## src/rtl/fetch_pkg.sv

```systemverilog
// Shared types and helpers for the instruction fetch unit.
// Widths, tag/buffer bundles, FSM states and PC alignment helpers.
package fetch_pkg;

  localparam int BW_ADDRESS         = 32;
  localparam int BW_PROCESSOR_BLOCK = 64;
  localparam int BLOCK_BYTES        = BW_PROCESSOR_BLOCK / 8;
  localparam int OFF_BITS           = $clog2(BLOCK_BYTES);

  typedef logic [BW_ADDRESS-1:0]         addr_t;
  typedef logic [BW_PROCESSOR_BLOCK-1:0] block_t;

  typedef struct packed {
    addr_t pc;
    addr_t pc_next;
  } fetch_tag_t;

  typedef struct packed {
    block_t block;
    addr_t  pc;
    addr_t  pc_next;
  } fb_entry_t;

  typedef enum logic {
    RUN,
    HOLD_STALE
  } fetch_state_e;

  function automatic addr_t block_align(input addr_t a);
    return (a >> OFF_BITS) << OFF_BITS;
  endfunction

  function automatic addr_t next_block(input addr_t a);
    return block_align(a) + addr_t'(BLOCK_BYTES);
  endfunction

endpackage

```

## src/rtl/fetch_unit_pipelined_fifo.sv

```systemverilog
// Register-based synchronous FIFO with flush.
// Head is read straight from storage flops.
module fetch_sync_fifo #(
  parameter int  DEPTH = 4,
  parameter type T     = logic
) (
  input  logic                       clk,
  input  logic                       rst_n,
  input  logic                       clear,
  input  logic                       push,
  input  T                           din,
  input  logic                       pop,
  output T                           dout,
  output logic                       full,
  output logic                       empty,
  output logic [$clog2(DEPTH+1)-1:0] count
);

  localparam int AW = (DEPTH > 1) ? $clog2(DEPTH) : 1;
  localparam int CW = $clog2(DEPTH + 1);

  T              mem_q [DEPTH];
  T              mem_d [DEPTH];
  logic [AW-1:0] wr_q, wr_d;
  logic [AW-1:0] rd_q, rd_d;
  logic [CW-1:0] cnt_q, cnt_d;
  logic          do_push;
  logic          do_pop;

  function automatic logic [AW-1:0] inc(
    input logic [AW-1:0] p
  );
    return (p == AW'(DEPTH - 1)) ? '0 : p + 1'b1;
  endfunction

  assign full  = (cnt_q == CW'(DEPTH));
  assign empty = (cnt_q == '0);
  assign count = cnt_q;
  assign dout  = mem_q[rd_q];

  always_comb begin
    do_pop  = pop && !empty;
    do_push = push && (!full || do_pop);
    mem_d   = mem_q;
    wr_d    = wr_q;
    rd_d    = rd_q;
    cnt_d   = cnt_q;
    if (clear) begin
      wr_d  = '0;
      rd_d  = '0;
      cnt_d = '0;
    end else begin
      if (do_push) begin
        mem_d[wr_q] = din;
        wr_d        = inc(wr_q);
      end
      if (do_pop) rd_d = inc(rd_q);
      case ({do_push, do_pop})
        2'b10:   cnt_d = cnt_q + 1'b1;
        2'b01:   cnt_d = cnt_q - 1'b1;
        default: cnt_d = cnt_q;
      endcase
    end
  end

  always_ff @(posedge clk or negedge rst_n) begin
    if (!rst_n) begin
      wr_q  <= '0;
      rd_q  <= '0;
      cnt_q <= '0;
      for (int i = 0; i < DEPTH; i++) mem_q[i] <= '0;
    end else begin
      wr_q  <= wr_d;
      rd_q  <= rd_d;
      cnt_q <= cnt_d;
      mem_q <= mem_d;
    end
  end

endmodule

```

## src/rtl/fetch_unit_pipelined.sv

```systemverilog
// Pipelined I-fetch: credit-limited block requests, in-order
// responses into a fetch buffer, stale-response dropping on redirect.
module fetch_unit_pipelined
  import fetch_pkg::*;
#(
  parameter int    MAX_OUTSTANDING = 4,
  parameter int    FB_DEPTH        = 4,
  parameter addr_t RESET_PC        = '0
) (
  input  logic                          clk,
  input  logic                          rst_n,
  input  logic                          i_redirect_valid,
  input  logic [BW_ADDRESS-1:0]         i_redirect_pc,
  output logic [BW_ADDRESS-1:0]         o_pred_pc,
  input  logic                          i_pred_taken,
  input  logic [BW_ADDRESS-1:0]         i_pred_target,
  output logic                          o_mem_valid,
  input  logic                          i_mem_ready,
  output logic [BW_ADDRESS-1:0]         o_mem_addr,
  input  logic                          i_mem_rvalid,
  input  logic [BW_PROCESSOR_BLOCK-1:0] i_mem_rdata,
  output logic                          o_iq_valid,
  input  logic                          i_iq_ready,
  output logic [BW_PROCESSOR_BLOCK-1:0] o_iq_block,
  output logic [BW_ADDRESS-1:0]         o_iq_pc,
  output logic [BW_ADDRESS-1:0]         o_iq_pc_next
);

  localparam int OW = $clog2(MAX_OUTSTANDING + 1);
  localparam int FW = $clog2(FB_DEPTH + 1);
  localparam int SW = ((OW > FW) ? OW : FW) + 1;

  fetch_state_e  state_q, state_d;
  addr_t         pc_q, pc_d;
  addr_t         hold_q, hold_d;
  logic [OW-1:0] drop_q, drop_d;
  logic [OW-1:0] out_next;
  logic [OW-1:0] tag_count;
  logic [FW-1:0] fb_count;
  logic          started_q;
  logic          tag_full, tag_empty;
  logic          fb_full, fb_empty;
  fetch_tag_t    tag_in, tag_head;
  fb_entry_t     fb_in, fb_head;
  logic          credit_ok, accept, resp;
  logic          iq_pop, fb_push;
  addr_t         pc_next;

  // Outstanding count is the tag FIFO occupancy.
  assign credit_ok = !tag_full &&
    (SW'(tag_count) + SW'(fb_count) < SW'(FB_DEPTH));

  assign o_mem_valid = started_q &&
    ((state_q == HOLD_STALE) || credit_ok);
  assign o_mem_addr  = (state_q == HOLD_STALE) ?
    hold_q : block_align(pc_q);
  assign o_pred_pc   = pc_q;
  assign pc_next     = i_pred_taken ?
    i_pred_target : next_block(pc_q);

  assign accept  = o_mem_valid && i_mem_ready;
  assign resp    = i_mem_rvalid && !tag_empty;
  assign iq_pop  = !fb_empty && i_iq_ready;
  assign fb_push = resp && (drop_q == '0) &&
    !i_redirect_valid && (!fb_full || iq_pop);

  assign tag_in = '{pc: pc_q, pc_next: pc_next};
  assign fb_in  = '{block:   i_mem_rdata,
                    pc:      tag_head.pc,
                    pc_next: tag_head.pc_next};

  assign o_iq_valid   = !fb_empty;
  assign o_iq_block   = fb_head.block;
  assign o_iq_pc      = fb_head.pc;
  assign o_iq_pc_next = fb_head.pc_next;

  fetch_sync_fifo #(
    .DEPTH (MAX_OUTSTANDING),
    .T     (fetch_tag_t)
  ) u_tag_fifo (
    .clk   (clk),
    .rst_n (rst_n),
    .clear (1'b0),
    .push  (accept),
    .din   (tag_in),
    .pop   (resp),
    .dout  (tag_head),
    .full  (tag_full),
    .empty (tag_empty),
    .count (tag_count)
  );

  fetch_sync_fifo #(
    .DEPTH (FB_DEPTH),
    .T     (fb_entry_t)
  ) u_fetch_buf (
    .clk   (clk),
    .rst_n (rst_n),
    .clear (i_redirect_valid),
    .push  (fb_push),
    .din   (fb_in),
    .pop   (iq_pop),
    .dout  (fb_head),
    .full  (fb_full),
    .empty (fb_empty),
    .count (fb_count)
  );

  always_comb begin
    state_d  = state_q;
    pc_d     = pc_q;
    hold_d   = hold_q;
    out_next = tag_count + OW'(accept) - OW'(resp);
    drop_d   = drop_q - OW'(resp && (drop_q != '0));
    unique case (state_q)
      RUN: begin
        if (accept) pc_d = pc_next;
      end
      HOLD_STALE: begin
        if (accept) begin
          drop_d  = drop_d + 1'b1;
          state_d = RUN;
        end
      end
      default: state_d = RUN;
    endcase
    // Everything still in flight after this edge is stale.
    if (i_redirect_valid) begin
      pc_d   = i_redirect_pc;
      drop_d = out_next;
      if (o_mem_valid && !i_mem_ready) begin
        state_d = HOLD_STALE;
        hold_d  = o_mem_addr;
      end else begin
        state_d = RUN;
      end
    end
  end

  always_ff @(posedge clk or negedge rst_n) begin
    if (!rst_n) begin
      state_q   <= RUN;
      pc_q      <= RESET_PC;
      hold_q    <= RESET_PC;
      drop_q    <= '0;
      started_q <= 1'b0;
    end else begin
      state_q   <= state_d;
      pc_q      <= pc_d;
      hold_q    <= hold_d;
      drop_q    <= drop_d;
      started_q <= 1'b1;
    end
  end

endmodule
```

## config.mk

```make
export PLATFORM = sky130hd
export DESIGN_NAME = fetch_unit_pipelined
export DESIGN_NICKNAME = d
export VERILOG_FILES = /design/src/rtl/fetch_pkg.sv /design/src/rtl/fetch_unit_pipelined_fifo.sv /design/src/rtl/fetch_unit_pipelined.sv
export SDC_FILE = /design/constraint.sdc
export NUM_CORES = 1
export LEC_CHECK = 0
export BUFFER_PORTS_ARGS = -buffer_cell sky130_fd_sc_hd__buf_2
export CAP_MARGIN = 20
export CORE_MARGIN = 8
export CORE_UTILIZATION = 45
export DETAILED_ROUTE_END_ITERATION = 6
export GPL_ROUTABILITY_DRIVEN = 0
export PLACE_DENSITY = 0.7
export SYNTH_ARGS = -nofsm -noshare
export SYNTH_HDL_FRONTEND = slang
export SYNTH_SLANG_ARGS = --single-unit
```

## constraint.sdc

```tcl
create_clock -name clk -period 3.1 [get_ports clk]
set_clock_uncertainty 0.05 [all_clocks]
set_input_delay 0 -clock clk [delete_from_list [all_inputs] [get_ports clk]]
set_output_delay 0 -clock clk [all_outputs]
set_load 0.005 [all_outputs]
```

Yosys cells after proc, flatten, opt, wreduce, memory -nomap -nowiden --
Index checks and enable logic that the tools add are counted.
Storage, ports and cells: register bits after elaboration 851, input bits 135, output and inout bits 194, logic and storage cells 141
Cells by class: $add $sub $neg 14, order comparisons 7, equal/unequal tests 11, multiplexer cells 35, bitwise logic cells 5, reductions and logical operators 38
Operators by type and width (count):
- bitwise mux 512 bit | 1
- 2-to-1 mux 128 bit | 3
- binary-select mux 128 bit (select 2 bit) | 1
- bitwise mux 256 bit | 1
- demux 128 bit (select 2 bit) | 1
- 2-to-1 mux 64 bit | 3
- 2-to-1 mux 32 bit | 5
- binary-select mux 64 bit (select 2 bit) | 1
- demux 64 bit (select 2 bit) | 1
- adder 32 x 4 -> 32 bit (second input constant) | 1
- logical AND 1 bit | 16
- 2-to-1 mux 2 bit | 8
- == test 2 bit (second input constant) | 6
- >= comparator 3 bit (second input constant) | 4
- 2-to-1 mux 3 bit | 4
- NOT 2 -> 3 bit | 4
- case mux 3 bit (2 select lines) | 2
- adder 3 x 1 -> 3 bit (second input constant) | 3
- zero test 3 bit | 3
- adder 2 x 1 -> 2 bit (second input constant) | 4
- nonzero test 2 bit | 4
- == test 3 bit (second input constant) | 2
- zero test 1 bit | 6
- less-than comparator 3 x 1 -> 1 bit (second input constant) | 2
- 12 further kinds | 24

Longest topological paths before layout --
depth after elaboration 10, gate-level depth with buffers 11, gate-level depth less buffers 10

Cells and area by module --
Synthesis repeated with hierarchy kept, for this count alone.
Unflattened totals: cells, all modules 2470, area total of the unflattened synthesis 42479.5 µm²
By module, submodules not included:
- fetch_sync_fifo at u_fetch_buf | instances 1, cells each 1304, area each 25086.6 µm², sequential area each 12987.5 µm²
- fetch_sync_fifo at u_tag_fifo | instances 1, cells each 685, area each 12858.6 µm², sequential area each 6581.3 µm²
- fetch_unit_pipelined | instances 1, cells each 481, area each 4534.3 µm², sequential area each 1726.7 µm²

Worst setup path after synthesis --
Ideal clock, no wire load.
path kind register to register, from register u_tag_fifo.cnt_q[2] (netlist: u_tag_fifo.count[2]), to register u_tag_fifo.cnt_q[2] (netlist: u_tag_fifo.count[2]), library setup time 131 ps, arrival 2626 ps, data required time 2919 ps, slack 293 ps, cell stages (with the launch flop) 11, buffers on the path 0, clock period less this slack 2807 ps, cell sequence dfrtp_1 ha_1 or4b_1 o32ai_4 nand2_1 ha_1 inv_1 fa_1 xor2_1 nor2_1 xor2_1
On the way: longest elaborated chain between the ends 9, elaborated cells on any way between the ends 20, classes of those cells add/sub (3); order compare (1); eq/ne (3); mux (1); reduce/logical (12)
RTL lines:
- start: declaration | line fetch_unit_pipelined_fifo.sv:26 | logic [CW-1:0] cnt_q, cnt_d;
- start signal: assignment | line fetch_unit_pipelined_fifo.sv:75 | cnt_q <= cnt_d;
- adder 3 x 3 -> 4 bit / == test 3 bit (equally long branches) | line fetch_unit_pipelined.sv:51, fetch_unit_pipelined_fifo.sv:36
- less-than comparator 4 x 3 -> 1 bit / zero test 1 bit (equally long branches) | line fetch_unit_pipelined.sv:51, fetch_unit_pipelined_fifo.sv:43, fetch_unit_pipelined.sv:50
- logical AND 1 bit | line fetch_unit_pipelined.sv:50 | assign credit_ok = !tag_full &&
- logical OR 1 bit | line fetch_unit_pipelined.sv:54 | ((state_q == HOLD_STALE) || credit_ok);
- logical AND 1 bit | line fetch_unit_pipelined.sv:53 | assign o_mem_valid = started_q &&
- logical AND 1 bit | line fetch_unit_pipelined.sv:61 | assign accept = o_mem_valid && i_mem_ready;
- logical AND 1 bit | line fetch_unit_pipelined_fifo.sv:43 | do_push = push && (!full || do_pop);
- == test 2 x 1 -> 1 bit / == test 2 bit (equally long branches) | line fetch_unit_pipelined_fifo.sv:58 | case ({do_push, do_pop})
- case mux 3 bit (2 select lines) / nonzero test 2 bit (equally long branches)
Parallel ways exist; a longest one is shown, timed or not. A chain may end at the register's enable or synchronous reset.

Worst setup path after layout --
from register pc_q[7] (netlist: o_pred_pc[7]), to register pc_q[30] (netlist: o_pred_pc[30])
On the way: longest elaborated chain between the ends 5
RTL lines:
- start: declaration | line fetch_unit_pipelined.sv:34 | addr_t pc_q, pc_d;
- start signal: assignment | line fetch_unit_pipelined.sv:149 | pc_q <= pc_d;
- adder 32 x 4 -> 32 bit | line fetch_pkg.sv:34 | return block_align(a) + addr_t'(BLOCK_BYTES);
- 2-to-1 mux 32 bit | line fetch_unit_pipelined.sv:58 | assign pc_next = i_pred_taken ?
- 2-to-1 mux 32 bit | line fetch_unit_pipelined.sv:117 | if (accept) pc_d = pc_next;
- 2-to-1 mux 32 bit | line fetch_unit_pipelined.sv:115 | unique case (state_q)
- 2-to-1 mux 32 bit | line fetch_unit_pipelined.sv:128 | if (i_redirect_valid) begin
Every way passes these cells. The select of a mux whose other input is x is not followed.

==> qor.yml <==
initial_core_util_pct: 45.3
cp_slowest_cell: "or4_4"
required_ps: 3600
cts_root_buf: "clkbuf_16"
critPathKind: "reg2reg"
cts_tree: "built"
worst_skew_pair.late_latency_ps: 670
final_cell_area_um2: 46800
switching_share_pct: 32.0
ys_ff_latch: 851
status: "finished clean"
tightest_slew_ps: 871
fin_total_pwr_uw: 41700
p_per_area_nw_per_um2: 891
period_needed_ps: 3040
synth_edf_count: 0
critPathLaunchType: "flop"
dpl_cell_area_um2: 41800
synth-main-ff-cell: "dfrtp_1"
grt_pass1_vias: 26484
synth.largest_area_cell: "dfrtp_1"
crit_cells: 6
p_switching_uw: 13300
slowest_delay_ps: 690
cts_setup_buffers: 0
io_buffers: 328
min_period_over_period_pct: 98.0
setup_tns_ps: 0
routed_via_density: 5.55
avgRoutedWirePerCell_um: 22.0
routed_wl_um: 98400
design.core.area_um2: 84900
vias: 24852
synthArstFlopShare_pct: 100
synthCells: 2767
ir_drop_mv: 0.497
hold_violations: 0
synth_nets: 2924
crit_top_cell: "or4_4"
drive_above_1_share_pct: 43.4
grt_pass1_wl_um: 156000
crit_fanout: 14
cts_sinks: 851
fp-row-count: 107
synth_common_cells: "dfrtp_1, mux2_2, nand2_1"
layout.nets: 3415
power.internal_uw: 28300
maxCapViolations: 0
arrival_ps: 3540
antenna_found_initial: 2
finalSetupViolCount: 0
worstPathCellList: "nand3_2 > or4_4 > or4_4 > nand4_1 > a31oi_1 > dlygate4sd3_1"
synthTopCellsByArea: "dfrtp_1, mux2_2, mux4_2, nand2_1, o21ai_0"
end_kind: "flop"
syn_avg_cell_area_um2: 13.9
pwr-share-clk_pct: 27.5
die_area_um2: 95000
place_inst: 4137
fillCellCount: 6922
grt_max_degree: 95
htree_num_levels: 3
yosys.area.top_type_share_pct: 55.4
hold_path_class: "in2reg"
hpwl_um: 63200
ctsLongestPathBuffers: 3
sequentialPowerShare_pct: 39.0
synth.distinct_cells: 64
worstRegToRegCells: 6
max_freq_ghz: 0.329
pwr-share-comb_pct: 33.5
syn_area_um2: 38400
dieWidth_um: 308
drc: 0
drt_first_pass_iters: 5
fp.dieH_um: 308
overflow: 0
cts_buffers: 93
post-synth-top-count-cell: "dfrtp_1"
cp.buffers_inverters: 1
area_growth_pct: 21.7
drt_iter0_markers: 1673
gr-usage-all-layers_pct: 20.8
ys_seq_area_share_pct: 55.4
whs_path_depth: 3
stdcell_count: 4481
power.leakage_uw: 0.0225
slew_viol_final: 0
ys_warn_count: 0
relSlewSlack_pct: 41.9
clk_pin_slew_ps: 60
critical-path-top-delay-family: "simple AND/OR/NAND/NOR gates"
ios: 329
fin_util_pct: 55.1
ant_nets: 0
==> registers in the layout (all words and copies together), names as in the netlist, 2 cells and up <==
| register | cells |
|---|---|
| u_fetch_buf.mem_q | 512 |
| u_tag_fifo.count | 3 |
| u_fetch_buf.wr_q | 2 |
| u_tag_fifo.mem_q | 256 |
| o_pred_pc | 32 |
| u_tag_fifo.wr_q | 2 |
| u_tag_fifo.rd_q | 2 |
| hold_q | 32 |
| u_fetch_buf.rd_q | 2 |
| drop_q | 3 |
| u_fetch_buf.count | 3 |
==> stage by stage <==
step / setup WS (ps) / hold WS, ps
global route: -0.340 / 71.7
CTS: 30.1 / 29.2
floorplan: 293 / -346
detailed placement: 322 / 69.3
global placement: 327 / 64.4
finish: 61.7 / 79.5
==> what timing repair did <==
item                                    CTS  global route
endpoints found under the hold margin  1077             0
hold buffers                            170             0
setup endpoints to repair                 0             7
resized for setup                         0             3
==> metal layers <==
| metal | routed length, um | up-vias | track usage, % |
|---|---|---|---|
| met3 | 6720 | 147 | 4.57 |
| met1 | 42600 | 12955 | 28.2 |
| met4 | 2840 | 0 | 6.60 |
| met5 | 0 | - | 0 |
| li1 | - | 10932 | - |
| met2 | 46200 | 818 | 33.3 |
==> worst register-to-register path, stage by stage (launching register included) <==
cell and delay (ps):
dfrtp_1 500, nand3_2 250, or4_4 700, or4_4 580, nand4_1 140, a31oi_1 110, dlygate4sd3_1 590
==> cells by family (layout without fill, tap and decap cells) <==
family / after synthesis / count (layout) / synth area share [%]
xor gates and xnor gates: 18 / 18 / 0.410
buffers and inverters: 233 / 802 / 3.09
adders and majority gates: 22 / 22 / 0.775
other: 1 / 2 / 0.00976
and+or+nand+nor: 619 / 619 / 6.97
DFF: 851 / 851 / 55.4
AOI/OAI and AO/OA: 197 / 197 / 3.40
muxes: 826 / 826 / 29.9
==> placed cells by master, fill, tap and decap left out, types with 27 or more instances in the layout <==
cell             n
clkbuf_16       94
clkbuf_8        27
buf_2          327
mux2_2         607
nand2_1        455
o21ai_0        106
nor2_1          38
buf_12          38
mux4_2         192
dfrtp_1        847
dlygate4sd3_1  169
buf_4           70
==> area by class of cell <==
cell class,instances,area (um^2),share of cell area (%)
inverters,23,86.3,0.185
well taps,1144,1430,3.06
diodes,1,2.50,0.00535
repair buffers,606,4660,9.96
clock buffers,133,2770,5.92
flip-flops and latches,851,21300,45.6
clock inverters,40,502,1.07
multi-input cells,1683,16000,34.2
==> power by group through the flow <==
stage / sequential (uW) / clock, uW / combinational [uW]
after floorplan: 15700 / 0 / 9180
after global placement: 16300 / 0 / 13600
after detailed placement: 16400 / 0 / 13900
after CTS: 16200 / 11700 / 14200
after global routing: 16700 / 12200 / 15200
final: 16300 / 11500 / 13900
==> final timing paths <==
check,from,end,slack (ps)
min in group asynchronous,rst_n,u_tag_fifo.mem_q[6],450
min reg2reg,u_tag_fifo.mem_q[98],u_tag_fifo.mem_q[98],420
min,i_redirect_pc[22],o_pred_pc[22],80
max,o_pred_pc[7],o_pred_pc[30],60
max in group asynchronous,rst_n,u_tag_fifo.mem_q[251],1600
max reg2reg,o_pred_pc[7],o_pred_pc[30],60
Note: power is estimated with default switching activity, not from simulation.
